$ cat config.mk
export PLATFORM = sky130hd
export DESIGN_NAME = mem_arbiter_flat
export DESIGN_NICKNAME = d
export VERILOG_FILES = /design/src/rtl/mem_arb_pkg.sv /design/src/rtl/parameters_pkg.sv /design/src/rtl/mem_arbiter_if.sv /design/src/rtl/mem_arbiter_rr_arbiter2.sv /design/src/rtl/mem_arbiter.sv /design/src/flat_wrapper.sv
export SDC_FILE = /design/constraint.sdc
export NUM_CORES = 1
export LEC_CHECK = 0
export BUFFER_PORTS_ARGS = -buffer_cell sky130_fd_sc_hd__buf_2
export CORE_MARGIN = 10
export CORE_UTILIZATION = 43
export DETAILED_ROUTE_END_ITERATION = 8
export PLACE_DENSITY = 0.83
export SLEW_MARGIN = 10
export SYNTH_ARGS = -nofsm -noshare
export SYNTH_HDL_FRONTEND = slang
export SYNTH_SLANG_ARGS = --single-unit
$ cat constraint.sdc
create_clock -name clk -period 2.05 [get_ports clk]
set_clock_uncertainty 0.2 [all_clocks]
set_input_delay 0 -clock clk [delete_from_list [all_inputs] [get_ports clk]]
set_output_delay 0 -clock clk [all_outputs]
set_load 0.01 [all_outputs]
$ cat src/rtl/mem_arb_pkg.sv
// mem_arb_pkg: state encoding, requester ids and request record for mem_arbiter.
package mem_arb_pkg;

  typedef enum logic [1:0] {
    IDLE   = 2'd0,
    ACCESS = 2'd1,
    WAIT   = 2'd2,
    RESP   = 2'd3
  } mem_arb_state_e;

  localparam logic REQ_CPU    = 1'b0;
  localparam logic REQ_LOADER = 1'b1;

  typedef struct packed {
    logic        we;
    logic [31:0] addr;
    logic [31:0] wdata;
    logic [3:0]  be;
  } mem_req_t;

endpackage

$ cat src/rtl/parameters_pkg.sv
// Parameters: system-wide memory map constants shared by the core and its memories.
package Parameters;
  localparam logic [31:0] MemStartFrom = 32'h1000_0000;
  localparam int          MemSpace     = 1024;
endpackage

$ cat src/rtl/mem_arbiter_if.sv
// mem_arbiter_if: request/response bundle between the two requesters and mem_arbiter.
interface mem_arbiter_if;
  logic [1:0]       m_valid;
  logic [1:0]       m_ready;
  logic [1:0]       m_we;
  logic [1:0][31:0] m_addr;
  logic [1:0][31:0] m_wdata;
  logic [1:0][3:0]  m_be;
  logic [1:0]       r_valid;
  logic [1:0]       r_err;
  logic [31:0]      r_rdata;

  modport master (
    output m_valid, m_we, m_addr, m_wdata, m_be,
    input  m_ready, r_valid, r_err, r_rdata
  );

  modport slave (
    input  m_valid, m_we, m_addr, m_wdata, m_be,
    output m_ready, r_valid, r_err, r_rdata
  );
endinterface

$ cat src/rtl/mem_arbiter_rr_arbiter2.sv
// rr_arbiter2: two-way round-robin grant; the last granted id loses a tie.
module rr_arbiter2
  import mem_arb_pkg::*;
(
  input  logic       clk,
  input  logic       rst_n,
  input  logic       en,
  input  logic [1:0] req,
  output logic [1:0] gnt,
  output logic       gnt_id
);

  logic last;

  // Winner: alternate on a tie, otherwise the lone requester.
  always_comb begin
    gnt_id = REQ_CPU;
    gnt    = 2'b00;
    if (req == 2'b11) begin
      gnt_id = ~last;
    end else if (req[1]) begin
      gnt_id = REQ_LOADER;
    end
    if (en && (req != 2'b00)) begin
      gnt = gnt_id ? 2'b10 : 2'b01;
    end
  end

  // Remember the last grant; reset favours the loader so the CPU wins first.
  always_ff @(posedge clk or negedge rst_n) begin
    if (!rst_n) begin
      last <= REQ_LOADER;
    end else if (en && (req != 2'b00)) begin
      last <= gnt_id;
    end
  end

endmodule

$ cat src/rtl/mem_arbiter.sv
// mem_arbiter: shares the single-port data memory between the CPU (id 0) and the
// loader (id 1), one fixed-latency access at a time, one response per request.
// Optional feature: define MEM_BOUNDS_CHECK_EN to reject out-of-window or
// misaligned addresses with r_err; otherwise the index wraps and r_err is 0.
//
// state  | meaning
// IDLE   | waiting for a request, grant is combinational
// ACCESS | mem_en strobe cycle
// WAIT   | counting down the memory read latency
// RESP   | one-cycle r_valid to the owner
module mem_arbiter
  import mem_arb_pkg::*;
#(
  parameter logic [31:0] MEM_BASE  = Parameters::MemStartFrom,
  parameter int          MEM_SPACE = Parameters::MemSpace,
  parameter int          MEM_LAT   = 1,
  parameter int          IDX_W     = $clog2(MEM_SPACE / 4)
) (
  input  logic              clk,
  input  logic              rst_n,
  mem_arbiter_if.slave      bus,
  output logic              mem_en,
  output logic              mem_we,
  output logic [IDX_W-1:0]  mem_idx,
  output logic [31:0]       mem_wdata,
  output logic [3:0]        mem_be,
  input  logic [31:0]       mem_rdata
);

  mem_arb_state_e state_q, state_d;
  logic           grant_en;
  logic [1:0]     gnt;
  logic           gnt_id;
  logic           accept;
  mem_req_t       sel_req;
  logic [31:0]    sel_off;
  logic           sel_reject;
  logic           owner_q;
  logic           we_q;
  logic           err_q;
  logic [2:0]     cnt_q;
  logic [31:0]    rdata_q;

  // Grants are only offered in IDLE and never while reset is asserted.
  assign grant_en = rst_n && (state_q == IDLE);
  assign accept   = (gnt != 2'b00);

  rr_arbiter2 u_rr (
    .clk    (clk),
    .rst_n  (rst_n),
    .en     (grant_en),
    .req    (bus.m_valid),
    .gnt    (gnt),
    .gnt_id (gnt_id)
  );

  assign bus.m_ready = gnt;

  // Mux the winning requester's fields.
  always_comb begin
    sel_req.we    = bus.m_we[gnt_id];
    sel_req.addr  = bus.m_addr[gnt_id];
    sel_req.wdata = bus.m_wdata[gnt_id];
    sel_req.be    = bus.m_be[gnt_id];
  end

  assign sel_off = sel_req.addr - MEM_BASE;

`ifdef MEM_BOUNDS_CHECK_EN
  assign sel_reject = (sel_req.addr < MEM_BASE) ||
                      (sel_off >= 32'(MEM_SPACE)) ||
                      (sel_req.addr[1:0] != 2'b00);

  // Error flag travels with the accepted request.
  always_ff @(posedge clk or negedge rst_n) begin
    if (!rst_n) begin
      err_q <= 1'b0;
    end else if (accept) begin
      err_q <= sel_reject;
    end
  end
`else
  assign sel_reject = 1'b0;
  assign err_q      = 1'b0;
`endif

  // State register.
  always_ff @(posedge clk or negedge rst_n) begin
    if (!rst_n) begin
      state_q <= IDLE;
    end else begin
      state_q <= state_d;
    end
  end

  // Next state and response outputs.
  always_comb begin
    state_d     = state_q;
    bus.r_valid = 2'b00;
    bus.r_err   = 2'b00;
    bus.r_rdata = 32'h0;
    case (state_q)
      IDLE:   if (accept) state_d = sel_reject ? RESP : ACCESS;
      ACCESS: state_d = WAIT;
      WAIT:   if (cnt_q == 3'd0) state_d = RESP;
      RESP: begin
        bus.r_valid[owner_q] = 1'b1;
        bus.r_err[owner_q]   = err_q;
        bus.r_rdata          = rdata_q;
        state_d              = IDLE;
      end
      default: state_d = IDLE;
    endcase
  end

  // Owner, latency counter and read-data capture (writes and rejects return 0).
  always_ff @(posedge clk or negedge rst_n) begin
    if (!rst_n) begin
      owner_q <= REQ_CPU;
      we_q    <= 1'b0;
      cnt_q   <= 3'd0;
      rdata_q <= 32'h0;
    end else begin
      if (accept) begin
        owner_q <= gnt_id;
        we_q    <= sel_req.we;
        rdata_q <= 32'h0;
      end else if ((state_q == WAIT) && (cnt_q == 3'd0)) begin
        rdata_q <= we_q ? 32'h0 : mem_rdata;
      end
      if (state_q == ACCESS) begin
        cnt_q <= 3'(MEM_LAT - 1);
      end else if ((state_q == WAIT) && (cnt_q != 3'd0)) begin
        cnt_q <= cnt_q - 3'd1;
      end
    end
  end

  // Registered memory strobes; address/data held until the next access.
  always_ff @(posedge clk or negedge rst_n) begin
    if (!rst_n) begin
      mem_en    <= 1'b0;
      mem_we    <= 1'b0;
      mem_idx   <= '0;
      mem_wdata <= 32'h0;
      mem_be    <= 4'h0;
    end else begin
      mem_en <= accept && !sel_reject;
      mem_we <= accept && !sel_reject && sel_req.we;
      if (accept && !sel_reject) begin
        mem_idx   <= IDX_W'(sel_off >> 2);
        mem_wdata <= sel_req.wdata;
        mem_be    <= sel_req.be;
      end
    end
  end

endmodule

$ cat src/flat_wrapper.sv
// flat-port wrapper written by rule: the top's interface ports become plain ports
module mem_arbiter_flat import mem_arb_pkg::*;
#(
  parameter logic [31:0] MEM_BASE  = Parameters::MemStartFrom,
  parameter int          MEM_SPACE = Parameters::MemSpace,
  parameter int          MEM_LAT   = 1,
  parameter int          IDX_W     = $clog2(MEM_SPACE / 4)
)
  (clk, rst_n, mem_en, mem_we, mem_idx, mem_wdata, mem_be, mem_rdata, bus_m_valid, bus_m_we, bus_m_addr, bus_m_wdata, bus_m_be, bus_m_ready, bus_r_valid, bus_r_err, bus_r_rdata);
  mem_arbiter_if bus_i ();
  input  logic clk;
  input  logic rst_n;
  output logic mem_en;
  output logic mem_we;
  output logic [IDX_W-1:0] mem_idx;
  output logic [31:0] mem_wdata;
  output logic [3:0] mem_be;
  input  logic [31:0] mem_rdata;
  input wire logic [$bits(bus_i.m_valid)-1:0] bus_m_valid;
  input wire logic [$bits(bus_i.m_we)-1:0] bus_m_we;
  input wire logic [$bits(bus_i.m_addr)-1:0] bus_m_addr;
  input wire logic [$bits(bus_i.m_wdata)-1:0] bus_m_wdata;
  input wire logic [$bits(bus_i.m_be)-1:0] bus_m_be;
  output wire logic [$bits(bus_i.m_ready)-1:0] bus_m_ready;
  output wire logic [$bits(bus_i.r_valid)-1:0] bus_r_valid;
  output wire logic [$bits(bus_i.r_err)-1:0] bus_r_err;
  output wire logic [$bits(bus_i.r_rdata)-1:0] bus_r_rdata;
  assign bus_i.m_valid = bus_m_valid;
  assign bus_i.m_we = bus_m_we;
  assign bus_i.m_addr = bus_m_addr;
  assign bus_i.m_wdata = bus_m_wdata;
  assign bus_i.m_be = bus_m_be;
  assign bus_m_ready = bus_i.m_ready;
  assign bus_r_valid = bus_i.r_valid;
  assign bus_r_err = bus_i.r_err;
  assign bus_r_rdata = bus_i.r_rdata;
  mem_arbiter #(.MEM_BASE(MEM_BASE), .MEM_SPACE(MEM_SPACE), .MEM_LAT(MEM_LAT), .IDX_W(IDX_W)) u_core (.clk(clk), .rst_n(rst_n), .bus(bus_i), .mem_en(mem_en), .mem_we(mem_we), .mem_idx(mem_idx), .mem_wdata(mem_wdata), .mem_be(mem_be), .mem_rdata(mem_rdata));
endmodule
# Yosys cells after proc, flatten, opt, wreduce, memory -nomap -nowiden
# Cells that the tools add are included.
[totals] reg_bits=86 out_inout_bits=84 wordCells=61 inputBits=174
[op_classes] n_eq_ne=6 order_cmp=3 bitwise_logic=1 add_sub_neg=2 n_reduce_logical=14 mux=24
[ops] op="$mux 32" count=6
[ops] op="$mux 10" count=2
[ops] op="$mux 2" count=5
[ops] op="$sub 10x1->10 const B" count=1
[ops] op="$mux 4" count=2
[ops] op="$pmux 2 s4" count=1
[ops] op="$reduce_bool 2->1" count=4
[ops] op="$eq 2x2->1 const B" count=3
[ops] op="$logic_and 1x1->1" count=6
[ops] op="$mux 3" count=2
[ops] op="$mux 1" count=5
[ops] op="$lt 1x2->1 const B" count=2
[ops] op="$ne 2x1->1 const B" count=2
[ops] op="$logic_not 3->1" count=1
[ops] op="$reduce_bool 3->1" count=1
[ops] op="$sub 3x1->3 const B" count=1
[ops] op="$eq 2x1->1 const B" count=1
[ops] op="$logic_not 2->1" count=1
[ops] op="$reduce_and 2->1" count=1
[ops] op="$demux 1 s1" count=1
[ops] op="$ge 1x1->1 const B" count=1
[ops] op="$not 1->1" count=1

# Longest topological paths before layout
# Gate-level depths: netlist (run 1).
[logic_depth] depth_word=7 depth_mapped=7 mapped_depth_nobuf=5

# Hierarchy
# A second synthesis (run 1) with hierarchy kept.
[unflattened] hier_cells=355 hier_area_um2=3940.0
[by_module_without_submodules] module="mem_arbiter" instances=1 area_per_inst_um2=3872.5 seq_area_each_um2=2127.0 cells_per_inst=347
[by_module_without_submodules] module="rr_arbiter2" instances=1 area_per_inst_um2=67.6 seq_area_each_um2=26.3 cells_per_inst=8

# Worst setup path before layout (run 1)
# OpenSTA, ideal clock, no wires.
[synth_timing] kind="register -> register" start="reg u_core.state_q[0]" end="reg u_core.mem_be[3]" arrival_ns=1.536 path_stages_with_launch=8 n_path_buf=2 period_less_slack_ns=1.862 t_required_ns=1.724 setup_time_ns=0.126 setup_slack_ns=0.188 cell_sequence="dfrtp_1 -> inv_1 -> ha_1 -> and3_1 -> clkbuf_2 -> clkbuf_1 -> and3_1 -> a221o_1"
[synth_between] elab_chain_cells=5
[synth_rtl] element="from (decl)" line_no="mem_arbiter.sv:30" source="mem_arb_state_e state_q, state_d;"
[synth_rtl] element="from (signal assigned)" line_no="mem_arbiter.sv:92" source="state_q <= state_d;"
[synth_rtl] element="$logic_not 2->1" line_no="mem_arbiter.sv:45" source="assign grant_en = rst_n && (state_q == IDLE);"
[synth_rtl] element="$logic_and 1x1->1" line_no="mem_arbiter.sv:45"
[synth_rtl] element="$logic_and 1x1->1" line_no="mem_arbiter_rr_arbiter2.sv:24" source="if (en && (req != 2'b00)) begin"
[synth_rtl] element="$mux 2" line_no="mem_arbiter_rr_arbiter2.sv:24"
[synth_rtl] element="$reduce_bool 2->1" line_no="mem_arbiter.sv:46" source="assign accept = (gnt != 2'b00);"
[synth_rtl] element="to (signal assigned)" line_no="mem_arbiter.sv:153" source="mem_be <= sel_req.be;"
[synth_rtl] element="to (decl)" line_no="mem_arbiter.sv:26" source="output logic [3:0] mem_be,"
# No other way between the ends.
# A chain may end at the register's enable or synchronous reset.

# Final worst setup path (run 1)
[layout_timing] start="reg u_core.state_q[0]" end="out bus_m_ready[0]"
[layout_between] elab_chain_cells=4
[layout_rtl] element="$logic_not 2->1" line_no="mem_arbiter.sv:45"
[layout_rtl] element="$logic_and 1x1->1" line_no="mem_arbiter.sv:45"
[layout_rtl] element="$logic_and 1x1->1" line_no="mem_arbiter_rr_arbiter2.sv:24"
[layout_rtl] element="$mux 2" line_no="mem_arbiter_rr_arbiter2.sv:24"
[layout_rtl] element="to (decl)" line_no="flat_wrapper.sv:24" source="output wire logic [$bits(bus_i.m_ready)-1:0] bus_m_ready;"
# No other way between the ends.

==> key figures, run 1 <==
Worst setup path
  – Worst setup EP type: output port
  – Buf/Inv on CP: 3
  – Crit path max-delay family: flip-flops
  – WP depth: 6
  – Critical path startpoint category: flop
  – Setup CP Type: flop to output port
  – Worst endpoint data arrival time: 1.73 ns
  – Crit path max fanout: 39
  – R2R Path Start: u_core.state_q[0]$_DFFE_PN0P_
  – Worst reg2reg path depth: 6
  – Highest-delay cell along the critical path: dfrtp_1
  – Critical path origin: u_core.state_q[0]$_DFFE_PN0P_
  – CP max stage delay: 0.43 ns
  – Worst EP required: 1.85 ns
  – Critical path cell sequence: inv_2 -> ha_4 -> and3_4 -> buf_12 -> and2_1 -> buf_2

STA
  – Fin crit share: 94.38%
  – Setup_tns: 0 ns
  – Setup ws final: 0.1151 ns
  – Fmax: 0.5168 GHz
  – Fin. Hold Viols: 0
  – Fin crit period: 1.935 ns
  – RSZ-0062 raised after global routing: no
  – Slew @ Worst Pin: 1.006 ns
  – Slew headroom: 32.95%
  – Setup-failing EPs final: 0
  – Slew Viols, Final: 0

Yosys
  – Commonest cells in the netlist: dfrtp_1 (85), and3_1 (46), a221o_1 (45)
  – Most used DFF post-synth: dfrtp_1
  – Cells after synthesis: 387
  – Top-count cell post-synth: dfrtp_1
  – Seq/Total Area, Yosys: 52.52%
  – Seq cells post-synth: 86
  – Area leader, netlist: dfrtp_1
  – Yosys warns: 0
  – Top post-synthesis cells by area: dfrtp_1 (52%), a221o_1 (11%), and3_1 (7.0%)
  – Syn Area/Cell: 10.59 µm²
  – Synth unique cells: 32
  – Post-synth top area share: 51.88%
  – Cell Area, Synth: 4100 µm²
  – Async set-reset flop share out of synthesis: 100.0%
  – Post-synth EDFFs: 0

Global routing
  – GRT Total Usage: 22.71%
  – Initial antenna violation count: 8
  – Largest net degree at the start of global routing: 82
  – First-pass GRT wire length: 25.92 mm
  – Vias in the first global route: 4,995
  – Overflow after GRT: 0

CTS
  – Clk pin slew, worst setup/hold paths: 0.08 ns
  – Longest Clk Path Bufs: 2
  – Num CTS Buffers: 9
  – Clock sink count: 86
  – Postcts setup bufs: 0
  – Clock root cell: clkbuf_8
  – CTS tree: yes
  – Worst-Skew Late Latency: 0.35 ns
  – H-tree levels: 3

Power and ir drop
  – Sequential power share: 37.8%
  – Switching power of the nets: 0.002776 W
  – Pwr dens: 1112 nW/µm²
  – Clock power frac: 18.2%
  – Maximum VDD drop: 0.7303 mV
  – Power Internal: 0.004768 W
  – P_leak: 3.543 nW
  – Net Sw Frac: 36.79%
  – Comb pwr share: 44.0%

Run
  – Max-cap viol count: 0

Drt
  – Routed wire length: 16.21 mm
  – DRT Pass-1 Iters: 5
  – Post-route antenna net violation count: 0
  – DRC violations left: 0
  – Vias per cell: 5.322
  – Via count: 4,497
  – Average routed wire per standard cell: 19.18 µm
  – Initial DRC count: 454

Placed design
  – I/O Buffers: 207
  – Dpl hpwl: 9.633 mm
  – GPL Wtd Cong: 0.7563
  – Setup slack at placement: 0.1210 ns

Floorplanning
  – Core Box Area: 9284 µm²
  – Die area: 13,840 µm²
  – Chip width: 117.7 µm
  – Initial Utilization: 44.16%
  – Chip height: 117.7 µm
  – # IOs: 258
  – Cell row count: 35

Final layout
  – Synthesis-to-finish area growth: 65.49%
  – Final #Nets: 884
  – Share of cells above drive strength 1: 34.32%

Run status
  – Outcome: completed

Worst hold path
  – Hold crit path type: primary input to async pin
==> cells in the final DEF (no fill, tap or decap), types with 2 or more instances in the layout <==
cell | netlist | final
a21o_1 | 3 | 3
a21oi_1 | 34 | 34
a221o_1 | 45 | 45
and2_1 | 34 | 34
and3_1 | 46 | 45
buf_12 | 0 | 5
buf_2 | 9 | 206
buf_4 | 3 | 8
bufinv_16 | 0 | 2
clkbuf_8 | 0 | 11
conb_1 | 1 | 2
dfrtp_1 | 85 | 85
diode_2 | 0 | 8
dlygate4sd3_1 | 0 | 124
ha_1 | 7 | 5
inv_1 | 5 | 3
inv_2 | 1 | 3
nand2_1 | 34 | 34
nand2b_1 | 2 | 2
nand3b_1 | 33 | 33
nor2_1 | 3 | 3
nor2b_1 | 2 | 2
o21ai_0 | 2 | 2
==> worst register-to-register path: cells and delay by family, from the launching register on <==
family	cells	cell delay, ns
flip-flops	1	0.43
buffers and inverters	2	0.30
adder cells (fa/ha/maj)	1	0.32
AO/OA/AOI/OAI	1	0.18
AND/OR/NAND/NOR	2	0.37
==> layout make-up <==
class                   instances  area [µm²]
diodes                          8       20.02
clock buffers                  12       155.1
clock inverters                 4       77.57
fillers                       642        2499
inverters                       6       22.52
multi-input cells             257        1763
flip-flops and latches         86        2153
well taps                     129       161.4
repair buffers                343        2432
==> power by group through the flow <==
stage          registers (W)  clock network (W)  logic, W
6_report             0.00285            0.00137   0.00332
5_1_grt              0.00293            0.00148   0.00362
4_1_cts              0.00281            0.00140   0.00325
3_5_place_dp         0.00282                  0   0.00307
3_3_place_gp         0.00280                  0   0.00295
2_1_floorplan        0.00290                  0   0.00171
==> flip-flops by register name (all words and copies together), names as in the netlist, 2 cells and up <==
| register | cells |
|---|---|
| u_core.state_q | 2 |
| u_core.mem_be | 4 |
| u_core.mem_wdata | 32 |
| u_core.cnt_q | 3 |
| u_core.mem_idx | 8 |
| u_core.rdata_q | 32 |
==> repair_timing <==
action                                  CTS  global route
hold buffers                            124             0
hold endpoints to repair                164             0
endpoints found under the setup margin   35             4
pin swaps                                 0             0
gates resized for setup                   2             4
==> cells by family (layout without fill, tap and decap cells) <==
group                    after synthesis  in the layout  synth area share [%]
AO/OA/AOI/OAI                         88             88                 16.69
multiplexers                           1              1                0.2746
adder cells (fa/ha/maj)                7              7                 2.136
buffers and inverters                 45            365                 5.096
flip-flops                            86             86                 52.52
other                                  1             10               0.09146
AND/OR/NAND/NOR                      159            159                 23.19
==> through the flow <==
step | instances | hold WS [ns] | area [µm²] | power, W | util, %
after floorplan | 388 | -0.4956 | 4104 | 0.004609 | -
after global placement | 697 | -0.3804 | 5271 | 0.005745 | 56.78
after detailed placement | 697 | -0.3788 | 5271 | 0.005893 | 56.78
after CTS | 837 | 0.002933 | 6753 | 0.007467 | 72.74
after global routing | 845 | 0.02598 | 6785 | 0.008036 | 73.09
final | 845 | 0.02028 | 6785 | 0.007543 | 73.09
==> worst paths after layout <==
path	slack [ns]	to
max	0.12	bus_m_ready[0]
min	0.02	u_core.u_rr.last$_DFFE_PN1N_
max reg2reg	0.16	u_core.rdata_q[27]$_DFFE_PN0P_
min reg2reg	0.32	u_core.u_rr.last$_DFFE_PN1N_
max in group asynchronous	0.65	u_core.rdata_q[28]$_DFFE_PN0P_
min in group clk	0.05	u_core.state_q[0]$_DFFE_PN0P_
==> per-layer routing <==
metal	global-route usage [%]	routed length (µm)
met1	26.05	6226
met5	0	0
met4	11.28	665
met3	7.962	1509
met2	36.78	7803
Note: power is estimated with default switching activity, not from simulation.
==> run 2, diff against run 1 <==
--- a/config.mk
+++ b/config.mk
@@ -9,6 +9,7 @@
 export CORE_MARGIN = 10
 export CORE_UTILIZATION = 43
 export DETAILED_ROUTE_END_ITERATION = 8
+export GPL_TIMING_DRIVEN = 0
 export PLACE_DENSITY = 0.83
 export SLEW_MARGIN = 10
 export SYNTH_ARGS = -nofsm -noshare
==> run 2 against run 1 <==
Core utilization rose by 2.5 points. Setup slack got worse by 0.047 ns. Register-to-register slack worse by 0.06 ns. Total power shrank 0.18%. Die area did not move. Sequential power down 1%. Clock-buffer cell count fell by 1. Routed wire length increased by 6.5%. Global-route usage up 1.6 points. Combinational power up 4%. Worst hold slack improved by 0.067 ns. Cell count rose by 3.7%. Largest cell class unchanged. Largest power group unchanged.
==> key figures, run 2 (same netlist as run 1, synthesis figures left out) <==
Run status
  – Outcome: completed

CTS
  – Postcts setup bufs: 0 (unchanged)
  – Clock sink count: 86 (unchanged)
  – H-tree levels: 3 (unchanged)
  – Clk pin slew, worst setup/hold paths: 0.08 ns (about the same)
  – Clock root cell: clkbuf_8
  – Worst-Skew Late Latency: 0.33 ns (-0.02 ns)
  – Longest Clk Path Bufs: 2 (unchanged)
  – CTS tree: yes
  – Num CTS Buffers: 9 (unchanged)

Worst setup path
  – Reg2reg end: u_core.mem_wdata[2]$_DFFE_PN0N_
  – Worst endpoint data arrival time: 1.78 ns (+0.05 ns)
  – Worst setup EP type: output port
  – R2R setup slack: 0.10 ns (-0.06 ns)
  – Worst EP required: 1.85 ns (about the same)
  – Crit path max fanout: 10 (-74%)
  – Crit path max-delay family: buffers and inverters
  – R2R Path Start: u_core.state_q[0]$_DFFE_PN0P_
  – Worst reg2reg path depth: 7 (+1)
  – Critical path startpoint category: flop
  – Highest-delay cell along the critical path: dfrtp_1
  – Critical path cell sequence: inv_2 -> ha_4 -> and3_4 -> buf_8 -> clkbuf_8 -> and2_1 -> buf_2
  – CP max stage delay: 0.43 ns (about the same)
  – Setup CP Type: flop to output port
  – Buf/Inv on CP: 4 (+1)

STA
  – Fin crit share: 96.68% (+2.3 points)
  – Setup_tns: 0 ns (unchanged)
  – Fin crit period: 1.982 ns (+0.04710 ns)
  – Fmax: 0.5045 GHz (-2.4%)
  – Fin. Hold Viols: 0 (unchanged)
  – Slew Viols, Final: 0 (unchanged)
  – Slew @ Worst Pin: 0.9786 ns (-0.02721 ns)
  – Slew headroom: 34.55% (+1.6 points)
  – Setup-failing EPs final: 0 (unchanged)
  – RSZ-0062 raised after global routing: yes

Placed design
  – Dpl hpwl: 10.68 mm (+11%)
  – GPL Wtd Cong: 0.7946 (+5.1%)
  – Dpl cells: 725 (+4.0%)
  – I/O Buffers: 207 (unchanged)

Drt
  – DRC violations left: 0 (unchanged)
  – Via count: 4,693 (+4.4%)
  – Initial DRC count: 399 (-12%)
  – Post-route antenna net violation count: 0 (unchanged)
  – DRT Pass-1 Iters: 5 (unchanged)
  – Top Metal Used: met4
  – Vias per cell: 5.357 (+0.67%)
  – Met2 wire len: 8.419 mm (+7.9%)
  – Average routed wire per standard cell: 19.70 µm (+2.7%)
  – Met3 WL post-DR: 1.568 mm (+3.9%)
  – Routed wire length: 17.26 mm (+6.5%)
  – WL met1: 6.625 mm (+6.4%)

Worst hold path
  – Hold Path End: u_core.mem_idx[3]$_DFFE_PN0N_
  – Hold Crit Depth: 4
  – Min-Delay Startpoint: bus_m_valid[1]
  – Hold crit path type: primary input to flop

Final layout
  – Final #Nets: 918 (+3.8%)
  – Most frequent cells in the layout: buf_2 (215), dlygate4sd3_1 (126), dfrtp_1 (85)
  – Most common cell after layout, fill and taps aside: buf_2
  – Synthesis-to-finish area growth: 71.25%
  – Share of cells above drive strength 1: 35.09% (+0.77 points)
  – Fin cells: 876 (+3.7%)
  – Top flop regs: u_core.mem_wdata: 32 flops, u_core.rdata_q: 32 flops, u_core.mem_idx: 8 flops

Floorplanning
  – Core Box Area: 9284 µm² (unchanged)
  – Die area: 13,840 µm² (unchanged)
  – Initial Utilization: 44.16% (unchanged)
  – Chip width: 117.7 µm (unchanged)
  – # IOs: 258 (unchanged)
  – Chip height: 117.7 µm (unchanged)
  – Cell row count: 35 (unchanged)

Global routing
  – Vias in the first global route: 5,092 (+1.9%)
  – Overflow after GRT: 0 (unchanged)
  – First-pass GRT wire length: 27.52 mm (+6.2%)
  – GRT Total Usage: 24.30% (+1.6 points)
  – Initial antenna violation count: 6 (-2)
  – Largest net degree at the start of global routing: 46 (-44%)

Run
  – Max-cap viol count: 0 (unchanged)

Power and ir drop
  – Overall power: 0.007530 W (-0.18%)
  – Maximum VDD drop: 0.5724 mV (-22%)
  – P_leak: 3.677 nW (+3.8%)
  – Pwr dens: 1072 nW/µm² (-3.5%)
## run 2: changes by cell type in the layout (fill, tap and decap cells not counted), moves of 2 or more
| cell | delta |
|---|---|
| clkbuf_2 | +4 |
| buf_16 | +6 |
| buf_6 | +2 |
| buf_12 | -4 |
| diode_2 | -2 |
| dlygate4sd3_1 | +2 |
| clkbuf_4 | +2 |
| buf_4 | -3 |
| buf_2 | +9 |
| clkbuf_1 | +15 |
## run 2: worst max-delay path by stage
stage                                       start                          endpoint  cells after the start
floorplan           u_core.state_q[0]$_DFFE_PN0P_      u_core.mem_be[3]$_DFFE_PN0N_                      7
global placement                            rst_n  u_core.mem_wdata[28]$_DFFE_PN0N_                      5
detailed placement                          rst_n  u_core.mem_wdata[10]$_DFFE_PN0N_                      7
CTS                 u_core.state_q[1]$_DFFE_PN0P_                    bus_m_ready[0]                      7
global route        u_core.state_q[0]$_DFFE_PN0P_  u_core.mem_wdata[28]$_DFFE_PN0N_                      6
finish              u_core.state_q[0]$_DFFE_PN0P_                    bus_m_ready[0]                      7
## run 2: cell type report
class / count / area (µm²)
Antenna cell: 6 / 15.01
Tap cell: 129 / 161.4
Sequential cell: 86 / 2153
Clock buffer: 11 / 131.4
Timing Repair Buffer: 340 / 2485
Clock inverter: 4 / 72.57
Buffer: 37 / 214.0
Multi-Input combinational cell: 257 / 1767
Inverter: 6 / 22.52
Fill cell: 594 / 2262
## run 2: layer usage
layer,up-vias,track usage [%]
met3,63,8.153
met1,2241,27.79
met4,0,11.21
li1,2107,-
met5,-,0
met2,282,40.14
## run 2: power by group
part	internal, W	total [W]	switching, W
logic	0.00165	0.00346	0.00181
clock network	0.000680	0.00127	0.000586
registers	0.00238	0.00281	0.000425
total	0.00471	0.00753	0.00282
## run 2: worst reg2reg max path, cell delays in order, from the launching register on
cell	delay (ns)
dfrtp_1	0.41
inv_2	0.09
ha_4	0.18
and3_4	0.16
buf_8	0.13
buf_2	0.17
and3_1	0.19
a221o_1	0.30
## run 2: per-stage QoR
stage	worst slack, ns	area (µm²)	util [%]	hold WS, ns
2_1_floorplan	0.1884	4104	-	-0.4956
3_3_place_gp	-1.085	5301	57.10	0.03057
3_5_place_dp	-0.2038	5324	57.35	-0.1591
4_1_cts	0.002548	6978	75.16	0.05960
5_1_grt	-0.01171	7022	75.63	0.1092
6_report	0.06802	7022	75.63	0.08733
## run 2: what timing repair did
| action | 4_1_cts | 5_1_grt |
|---|---|---|
| gates resized for setup | 10 | 22 |
| gates cloned | 0 | 0 |
| hold buffers | 132 | 0 |
| endpoints found under the hold margin | 163 | 0 |
| endpoints found under the setup margin | 43 | 79 |
